File: config.mk
export PLATFORM = sky130hd
export DESIGN_NAME = audio_pwm_dac
export DESIGN_NICKNAME = d
export VERILOG_FILES = /design/src/rtl/audio_pwm_dac.sv
export SDC_FILE = /design/constraint.sdc
export NUM_CORES = 1
export LEC_CHECK = 0
export CAP_MARGIN = 0
export CORE_ASPECT_RATIO = 0.75
export CORE_UTILIZATION = 35
export CTS_BUF_LIST = sky130_fd_sc_hd__clkbuf_8 sky130_fd_sc_hd__clkbuf_16
export DETAILED_ROUTE_END_ITERATION = 10
export DONT_BUFFER_PORTS = 1
export PLACE_DENSITY_LB_ADDON = 0.15
export SYNTH_ARGS = -nofsm -noshare
export SYNTH_HDL_FRONTEND = slang
export SYNTH_SLANG_ARGS = --single-unit
File: constraint.sdc
create_clock -name clk -period 2.3 [get_ports clk]
set_input_delay 0.345 -clock clk [delete_from_list [all_inputs] [get_ports clk]]
set_output_delay 0.345 -clock clk [all_outputs]
set_load 0.01 [all_outputs]
File: src/rtl/audio_pwm_dac.sv
// audio_pwm_dac
//   Sample-to-PWM output stage for the aud_pwm pin. Unsigned samples come in
//   on a valid/ready stream and wait in a small FIFO. Each sample plays for
//   one PWM period of 2^SAMPLE_W clk cycles. The output is high for the
//   first <sample> cycles of that period.
//
// Ports
//   clk       system clock (clk_nes domain)
//   rst_n     asynchronous active-low reset
//   en        playback enable; 0 mutes the output and holds the counter at 0
//   s_data    unsigned sample; 0 is the silence floor
//   s_valid   sample valid
//   s_ready   FIFO has space (combinational from the registered level)
//   pwm       registered PWM output
//   underrun  one-cycle pulse: a period boundary was reached with the FIFO empty
//   level     current FIFO occupancy
module audio_pwm_dac #(
    parameter int SAMPLE_W   = 8,
    parameter int FIFO_DEPTH = 8
) (
    input  logic                        clk,
    input  logic                        rst_n,
    input  logic                        en,
    input  logic [SAMPLE_W-1:0]         s_data,
    input  logic                        s_valid,
    output logic                        s_ready,
    output logic                        pwm,
    output logic                        underrun,
    output logic [$clog2(FIFO_DEPTH):0] level
);

    localparam int PTR_W = $clog2(FIFO_DEPTH);
    localparam int LVL_W = PTR_W + 1;
    localparam logic [LVL_W-1:0]    FULL    = LVL_W'(FIFO_DEPTH);
    localparam logic [SAMPLE_W-1:0] CNT_MAX = '1;

    logic [SAMPLE_W-1:0] mem [FIFO_DEPTH];
    logic [PTR_W-1:0]    wr_ptr;
    logic [PTR_W-1:0]    rd_ptr;
    logic [SAMPLE_W-1:0] cnt;
    logic [SAMPLE_W-1:0] duty;

    logic push;
    logic pop;
    logic boundary;

    assign s_ready  = (level != FULL);
    assign push     = s_valid && s_ready;
    assign boundary = en && (cnt == CNT_MAX);
    assign pop      = boundary && (level != '0);
    // On an empty boundary the last duty repeats, so we only flag it.
    assign underrun = boundary && (level == '0);

    // Sample storage carries no reset. Occupancy is tracked by level, so
    // stale entries are never read.
    always_ff @(posedge clk) begin
        if (push) begin
            mem[wr_ptr] <= s_data;
        end
    end

    always_ff @(posedge clk or negedge rst_n) begin
        if (!rst_n) begin
            wr_ptr <= '0;
            rd_ptr <= '0;
            level  <= '0;
            cnt    <= '0;
            duty   <= '0;
            pwm    <= 1'b0;
        end else begin
            // Pointers wrap naturally because FIFO_DEPTH is a power of 2.
            if (push) wr_ptr <= wr_ptr + PTR_W'(1);
            if (pop)  rd_ptr <= rd_ptr + PTR_W'(1);

            case ({push, pop})
                2'b10:   level <= level + LVL_W'(1);
                2'b01:   level <= level - LVL_W'(1);
                default: level <= level;
            endcase

            // The counter restarts at 0 whenever playback is muted. This
            // means re-enabling always begins a full period.
            cnt <= en ? cnt + SAMPLE_W'(1) : '0;

            // The new sample takes effect on the cycle where cnt returns to 0.
            if (pop) duty <= mem[rd_ptr];

            // Because cnt never reaches 2^SAMPLE_W, full-on output is
            // unreachable. This is intentional.
            pwm <= en && (cnt < duty);
        end
    end

endmodule

; After elaboration in Yosys (flattened, before gate mapping)
; Memory sizes are Yosys's and may differ from the RTL's. A register that Yosys moved wholly into a read port is not among the register bits.
; Index checks and enable logic that the tools add are counted.
[totals]
regBits = 19
latch_bits = 0
ram_bits = 64
rom_bits = 0
mem_count = 1
[classes]
n_addsub = 5
multipliers = 0
n_div = 0
magnitude_cmp = 1
n_eq_ne = 4
shifts = 0
n_mux = 4
bitwise = 0
n_reduce_logical = 9
[mem_list]
columns = name, words, word_bits, read_ports, rd_clocked_by_memory_dff, wr, line_no
row1 = mem, 8, 8, 1, 1, 1, 37  ; logic [SAMPLE_W-1:0] mem [FIFO_DEPTH];
[ops]
columns = op, n
row1 = 8-bit by 1-bit adder with 8-bit output (second input constant), 1
row2 = 8-bit equality test (second input constant), 1
row3 = 8-bit less-than comparator, 1
row4 = 8-bit two-way mux, 1
row5 = 4-bit case mux with 2 select lines, 1
row6 = 3-bit by 1-bit adder with 3-bit output (second input constant), 2
row7 = 1-bit logical AND, 5
row8 = 4-bit by 1-bit adder with 4-bit output (second input constant), 1
row9 = 4-bit logical NOT, 1
row10 = 4-bit inequality test (second input constant), 1
row11 = 4-bit nonzero test, 1
row12 = 4-bit by 1-bit subtractor with 4-bit output (second input constant), 1
row13 = 2-bit by 1-bit equality test with 1-bit output (second input constant), 1
row14 = 2-bit equality test (second input constant), 1
row15 = 1-bit two-way mux, 2
row16 = 2-bit nonzero test, 1
row17 = 1-bit logical NOT, 1

; Longest topological paths before layout
; Gate-level depths: netlist of the first run.
[depth]
word_depth = 5
mapped_depth = 10
mapped_depth_nobuf = 9

; Worst setup path after synthesis of the first run
; OpenSTA, ideal clock, no wires.
[synth_path]
path_type = register to register
from = register level[1]
to = register level[3]
arrival_ns = 2.157
required_ns = 2.159
path_slack_ns = 0.002
stages_incl_launch_ff = 10
path_cell_list = dfrtp_1 -> nor4_2 -> nor4_4 -> buf_4 -> ha_1 -> ha_1 -> inv_1 -> nor4_1 -> nand4b_1 -> o311ai_1
[synth_via]
elab_chain_len = 4
[synth_rtl]
columns = element, line_no
row1 = "start, declared", 29  ; output logic [$clog2(FIFO_DEPTH):0] level
row2 = "start signal, assigned", 76  ; 2'b10: level <= level + LVL_W'(1);
row3 = "start signal, assigned", 77  ; 2'b01: level <= level - LVL_W'(1);
row4 = "start signal, assigned", 78  ; default: level <= level;
row5 = 4-bit nonzero test (*), 50  ; assign pop = boundary && (level != '0);
row6 = 1-bit logical AND (*), 50
row7 = named net pop, 44  ; logic pop;
row8 = 2-bit by 1-bit equality test with 1-bit output / 2-bit equality test (equally long branches), 75  ; case ({push, pop})
row9 = 4-bit case mux with 2 select lines / 2-bit nonzero test (equally long branches), n/a
; Mark *: on every way through the listed nets, which the timed path passes. The rest lies on a longest branch.
; A chain may end at the register's enable or synchronous reset.

; Worst setup path in the final report of the first run
[layout_path]
from = register cnt[1]
to = register level[3]
[layout_via]
elab_chain_len = 5
[layout_rtl]
columns = element, line_no
row1 = "start, declared", 40  ; logic [SAMPLE_W-1:0] cnt;
row2 = "start signal, assigned", 83  ; cnt <= en ? cnt + SAMPLE_W'(1) : '0;
row3 = 8-bit equality test (*), 49  ; assign boundary = en && (cnt == CNT_MAX);
row4 = 1-bit logical AND (*), 49
row5 = 1-bit logical AND (*), 50
row6 = 2-bit by 1-bit equality test with 1-bit output / 2-bit equality test (equally long branches), 75
row7 = 4-bit case mux with 2 select lines / 2-bit nonzero test (equally long branches), n/a
; Mark *: on every way between the ends. The rest lies on a longest branch, timed or not.

==> metrics.md, run 1 <==
| Metric | Value |
|---|---|
| GP Congestion | `0.7033` |
| WL/cell | `16.90 um` |
| Die X | `124.1 um` |
| Max Clk Rate | `~0.47 GHz` |
| H-tree lvl count | `3` |
| Die area | `around 12000 sq um` |
| Final nets | `295` |
| Vias | `a little under 2000` |
| All-Layer GR Usage | `0.1366` |
| Predominant post-synthesis flop cell | `edfxtp_1` |
| Flops & latches, synth | `91` |
| Antenna fix cells | `0` |
| Share of layout cells above drive strength 1 | `0.2117` |
| Die Height | `a little over 90 um` |
| Global route total overflow | `0` |
| FFs w/ async S/R, synth | `0.2967` |
| Vias/cell | `roughly 4.8` |
| Post-route cell area | `about 4500 sq um` |
| Initial drt markers | `133` |
| Worst setup EP type | `flip-flop` |
| Hold Slack | `0.1018 ns` |
| Worst min path class | `in -> reg` |
| Maximum buffer depth of the clock tree | `2` |
| Final period util | `0.9242` |
| Number of CTS-inserted buffers | `9` |
| Ys Warns | `0` |
| Total I/O pin count | `19` |
| Sequential share of the synthesized area | `0.6639` |
| Post-Place Worst Slack | `around 0.043 ns` |
| # fillers | `between 1000 and 1500` |
| Power Total | `around 4.1 mW` |
| Max-cap violations | `0` |
| First-pass GRT wire length | `between 10 and 15 mm` |
| Mapped Cells | `245` |
| Vias in the first global route | `between 2000 and 2500` |
| Bufs and invs on worst path | `0` |
| VDD IR-drop max | `0.5086 mV` |
| Cell Area, Placed | `around 4200 sq um` |
| Syn_nets | `about 270` |
| Initial Util | `0.3589` |
| Worst path cell trace | `ha_1 -> nand2_1 -> nor4_4 -> ha_2 -> ha_1 -> a21oi_2 -> o21ai_0 -> o311ai_1` |
| # placed instances | `396` |
| Pin slew with the least headroom to its limit | `around 0.9 ns` |
| PwrDens | `905.4 nW/um^2` |
| Final Critical Period | `about 2.1 ns` |
| Run status | `completed` |
| DR pass1 iterations | `4` |
| WS Path Type | `reg -> reg` |
| Clock sink total | `between 90 and 100` |
| Post-Route WL | `6.998 mm` |
| Synth cell types | `38` |
| Syn avg cell area | `~16 sq um` |
| Slew HR | `0.3977` |
| Req. time, crit path | `between 2 and 3 ns` |
| Worst path max stage delay | `approximately 0.35 ns` |
| Final setup fails | `0` |
| Util after Layout | `0.4115` |
| Final Max Tran Viols | `0` |
| Clk pin slew, worst setup/hold paths | `0.07 ns` |
| Rows | `33` |
| Final Hold Fails | `0` |
| Number of buffers added on ports | `0` |
| Most used cell, CP | `ha_1` |
| Largest net degree at the start of global routing | `28` |
| Number of remaining DRC errors | `0` |
| Worst-Skew Late Latency | `approximately 0.33 ns` |
| Number of antenna violations at the first check in global routing | `0` |
| Startpoint Class | `flip-flop` |
| Critical Path AT | `~2.4 ns` |
| Setup slack after layout | `0.1744 ns` |
| Delay-heaviest family, CP | `adder cells` |
| Slowest stage cell, crit path | `dfrtp_1` |
| Area Growth Syn to Fin | `14.65%` |
| Final HPWL from detailed placement | `4.603 mm` |
| Final ANT Viol Nets | `0` |
| CTS tree | `built` |
| Mapped cell area | `around 3900 sq um` |
| Layout Skew | `about 0.0063 ns` |
| Clock Root Buffer | `clkbuf_16` |
| Post-synth EDFFs | `64` |
| Crit-path max FO | `4` |
| Pleak | `between 1.5 and 2 nW` |
| Final cell count without fillers | `414` |
| Core Area | `10900 sq um` |
| Setup total negative slack | `0 ns` |
==> where the power goes <==
group | switching (mW) | internal, mW | total [mW] | leakage, nW
registers | 0.147 | 2.01 | 2.15 | 0.940
logic | 0.323 | 0.258 | 0.581 | 0.534
clock network | 0.601 | 0.726 | 1.33 | 0.126
==> worst paths after layout <==
path	from	endpoint	slack [ns]	cells past startpoint
max reg2reg	cnt[1]	level[3]	0.17	8
min reg2reg	duty[7]	duty[7]	0.53	2
max in group asynchronous	rst_n	level[3]	1.67	2
min in group asynchronous	rst_n	level[0]	0.45	2
max	cnt[1]	level[3]	0.17	8
min	s_data[3]	mem[2][3]	0.10	0
==> per-layer routing <==
layer,up-vias,track usage,wire (um)
li1,967,-,-
met1,981,0.1873,3564
met2,24,0.2044,3027
met3,8,0.04146,321
met4,0,0.04762,84
met5,-,0,0
==> layout make-up <==
class,instances,area [sq um],share of cell area
Timing Repair Buffer,21,172.7,0.03849
Clock inverter,7,45.04,0.01004
Clock buffer,9,225.2,0.05021
Multi-Input combinational cell,133,1220,0.2720
Sequential cell,91,2599,0.5794
Inverter,13,48.80,0.01088
Tap cell,140,175.2,0.03905
==> cell usage after synthesis (all sizes together), types with 3 or more instances <==
| cell | number | share of area |
|---|---|---|
| inv | 13 | 0.012 |
| edfxtp | 64 | 0.49 |
| xor2 | 4 | 0.0090 |
| nor4 | 4 | 0.012 |
| xnor2 | 6 | 0.013 |
| ha | 13 | 0.042 |
| and2 | 6 | 0.0096 |
| dfrtp | 27 | 0.17 |
| nor2 | 13 | 0.012 |
| a21oi | 11 | 0.014 |
| nor3 | 8 | 0.010 |
| mux4 | 16 | 0.092 |
| nand2 | 10 | 0.0096 |
| or3 | 3 | 0.0048 |
| nand3 | 6 | 0.0090 |
| nand2b | 4 | 0.0064 |
| buf | 7 | 0.016 |
| o21ai | 7 | 0.0090 |
| mux2i | 8 | 0.020 |
==> state kept, by name (all words and copies together), names as in the netlist <==
signal  count
mem        64
cnt         8
duty        8
level       4
rd_ptr      3
wr_ptr      3
pwm         1
==> kinds of logic (layout without fill, tap and decap cells) <==
logic type | after synthesis | after routing | share of synthesized area
flip-flops | 91 | 91 | 0.6639
AND/OR/NAND/NOR | 59 | 59 | 0.08283
multiplexers | 26 | 26 | 0.1193
adder cells (fa/ha/maj) | 14 | 14 | 0.04669
XOR/XNOR | 10 | 10 | 0.02238
AO/OA/AOI/OAI | 24 | 24 | 0.03517
buffers and inverters | 21 | 50 | 0.02974
==> cells in the final DEF (no fill, tap or decap), types with 3 or more instances in the layout <==
master     instances
or3_1              3
clkbuf_16          9
a21oi_1           10
mux4_2            16
nand3_1            5
o21ai_0            7
buf_4             19
mux2i_1            8
nand2_1           10
nor3_1             8
xor2_1             4
nand2b_1           4
inv_1             13
nor2_1            13
edfxtp_1          64
and2_1             6
ha_1              12
xnor2_1            6
dfrtp_1           26
==> repair_timing <==
action,in CTS,in global routing
resized for setup,0,4
hold buffers,2,0
hold endpoints to repair,27,0
setup endpoints to repair,0,1
setup buffers,0,0
Note: power is estimated with default switching activity, not from simulation.
==> inputs of run 2 (changes only) <==
clock period = 2.1 ns   (was 2.3 ns; I/O delays follow)
==> run 2 against run 1 <==
Against the previous run:
- total power grew 17%
- final cell count grew 2.7%
- sequential share of layout area shrank 2.5 points
- first-iteration DRC count shrank 17%
- hold slack lost 0.034 ns
- clock power grew 29%
- clock-buffer cell count is the same
- combinational power grew 25%
- design area grew 4.5%
- wire length grew 1.8%
- non-clock buffer count grew 12
- sequential power grew 8%
- largest power group unchanged
==> metrics.md, run 2 (same netlist as run 1, synthesis figures left out) <==
| Metric | Value |
|---|---|
| Run status | `completed` |
| Rows | `33` |
| Worst-case reg-to-reg path depth | `8` |
| Final nets | `between 300 and 400` |
| Hold path start | `s_data[7]` |
| WS Path Type | `reg -> reg` |
| Final Hold Fails | `0` |
| Hold depth | `0` |
| Number of buffers added on ports | `0` |
| PwrDens | `roughly 1000 nW/um^2` |
| Largest net degree at the start of global routing | `28` |
| Clk pin slew, worst setup/hold paths | `roughly 0.07 ns` |
| Max Clk Rate | `approximately 0.5 GHz` |
| Setup total negative slack | `0 ns` |
| Vias | `between 2000 and 2500` |
| H-tree lvl count | `3` |
| Reg-to-reg slack, setup | `between 0.1 and 0.15 ns` |
| Antenna fix cells | `0` |
| Vias/cell | `4.781` |
| Final ANT Viol Nets | `0` |
| M1 GR Usage | `0.1913` |
| Reg2reg start | `level[2]` |
| Initial Util | `0.3589` |
| Post-route cell area | `approximately 4700 sq um` |
| Final period util | `0.9517` |
| Slew HR | `0.6300` |
| Die area | `11610 sq um` |
| Min-Delay Endpoint | `mem[2][7]` |
| Layout Skew | `0.008329 ns` |
| Worst min path class | `in -> reg` |
| Vias in the first global route | `~2000` |
| DR pass1 iterations | `4` |
| GP Congestion | `about 0.71` |
| Post-Route WL | `7.124 mm` |
| Clock Root Buffer | `clkbuf_16` |
| Number of antenna violations at the first check in global routing | `0` |
| Met2 usage | `0.2081` |
| Clock sink total | `slightly above 90` |
| Top Usage Layer GRT | `met2` |
| Top flop regs | `mem: 64 flops, cnt: 8 flops, duty: 8 flops` |
| Crit-path max FO | `5` |
| # fillers | `1001` |
| WL/cell | `roughly 17 um` |
| Cell Area, Placed | `about 4300 sq um` |
| First-pass GRT wire length | `11.37 mm` |
| Req. time, crit path | `2.32 ns` |
| Core Area | `10900 sq um` |
| Global route total overflow | `0` |
| Pleak | `~1.7 nW` |
| Die Height | `between 90 and 100 um` |
| Final Critical Period | `between 1.5 and 2 ns` |
| Number of CTS-inserted buffers | `9` |
| Critical Path AT | `2.22 ns` |
| Area Growth Syn to Fin | `19.86%` |
| Commonest non-fill, non-tap cell in the layout | `edfxtp_1` |
| Pin slew with the least headroom to its limit | `~0.56 ns` |
| Final Max Tran Viols | `0` |
| Max reg flops | `64` |
| Number of remaining DRC errors | `0` |
| VDD IR-drop max | `0.3613 mV` |
| Worst-Skew Late Latency | `around 0.34 ns` |
| Total I/O pin count | `19` |
| Final setup fails | `0` |
| M3 GR Usage | `0.05732` |
| Startpoint Class | `flip-flop` |
| Share of layout cells above drive strength 1 | `0.2632` |
| Biggest register | `mem` |
| Maximum buffer depth of the clock tree | `2` |
| Die X | `approximately 120 um` |
| Max-cap violations | `0` |
| Final HPWL from detailed placement | `about 4.8 mm` |
| R2R Path End | `level[3]` |
| CTS tree | `built` |
| Initial drt markers | `110` |
| Worst setup EP type | `flip-flop` |
| Most frequent cells in the layout | `edfxtp_1, buf_4, dfrtp_1` |
| All-Layer GR Usage | `0.1405` |
-- run 2: cell count changes in the layout (fill, tap and decap cells not counted), sizes merged --
cell,delta
clkinvlp,-1
clkinv,-3
bufinv,+2
buf,+12
inv,+1
-- run 2: through the flow --
stage / hold slack, ns / setup WS (ns) / cells / util / power [mW]
floorplan: 0.01941 / -0.07537 / 245 / - / 2.766
CTS: 0.05286 / 0.004527 / 421 / 0.4239 / 4.799
global route: 0.04565 / -0.004012 / 425 / 0.4302 / 5.000
global placement: 0.01987 / 0.05512 / 404 / 0.3922 / 3.044
detailed placement: 0.01978 / -0.003635 / 404 / 0.3922 / 3.059
finish: 0.06749 / 0.1015 / 425 / 0.4302 / 4.767
-- run 2: power breakdown --
group / total (mW) / switching [mW] / internal [mW] / leakage, nW
Clock: 1.71 / 0.669 / 1.04 / 0.152
Combinational: 0.726 / 0.401 / 0.325 / 0.605
Sequential: 2.33 / 0.139 / 2.19 / 0.942
-- run 2: per-layer routing --
layer / wire length, um / vias to the layer above
met5: 0 / -
met4: 55 / 0
met3: 296 / 8
met2: 3325 / 25
met1: 3446 / 1006
li1: - / 993
-- run 2: worst max-delay path by stage --
stage	startpoint	end	slack, ns	depth (start not counted)
3_3_place_gp	cnt[0]	level[3]	0.06	8
6_report	level[2]	level[3]	0.10	8
5_1_grt	cnt[0]	level[3]	-0.004	9
2_1_floorplan	cnt[0]	level[3]	-0.08	9
3_5_place_dp	cnt[0]	level[3]	-0.004	8
4_1_cts	cnt[7]	level[3]	0.005	7
-- run 2: final cells by class --
type                            count  area, sq um  area share
Sequential cell                    91         2597      0.5539
Multi-Input combinational cell    133         1265      0.2697
Timing Repair Buffer               33        287.8     0.06137
Clock buffer                        9        225.2     0.04803
Tap cell                          140        175.2     0.03735
Clock inverter                      6        90.09     0.01921
Inverter                           13        48.80     0.01041
-- run 2: worst max-delay path, cell delays in order (launching register included) --
cell and delay [ns]:
dfrtp_1 0.43, nor4_4 0.34, nor4_4 0.10, ha_4 0.19, buf_4 0.13, buf_4 0.13, or3_1 0.36, nand4b_1 0.10
o311ai_1 0.09
-- run 2: repair_timing --
item                                    CTS  global route
hold endpoints to repair                 27             0
endpoints found under the setup margin    1             1
pin swaps                                 1             8
resized for setup                         0            10
buffers inserted                          0             4
hold buffers                              2             0
cloned                                    0             0
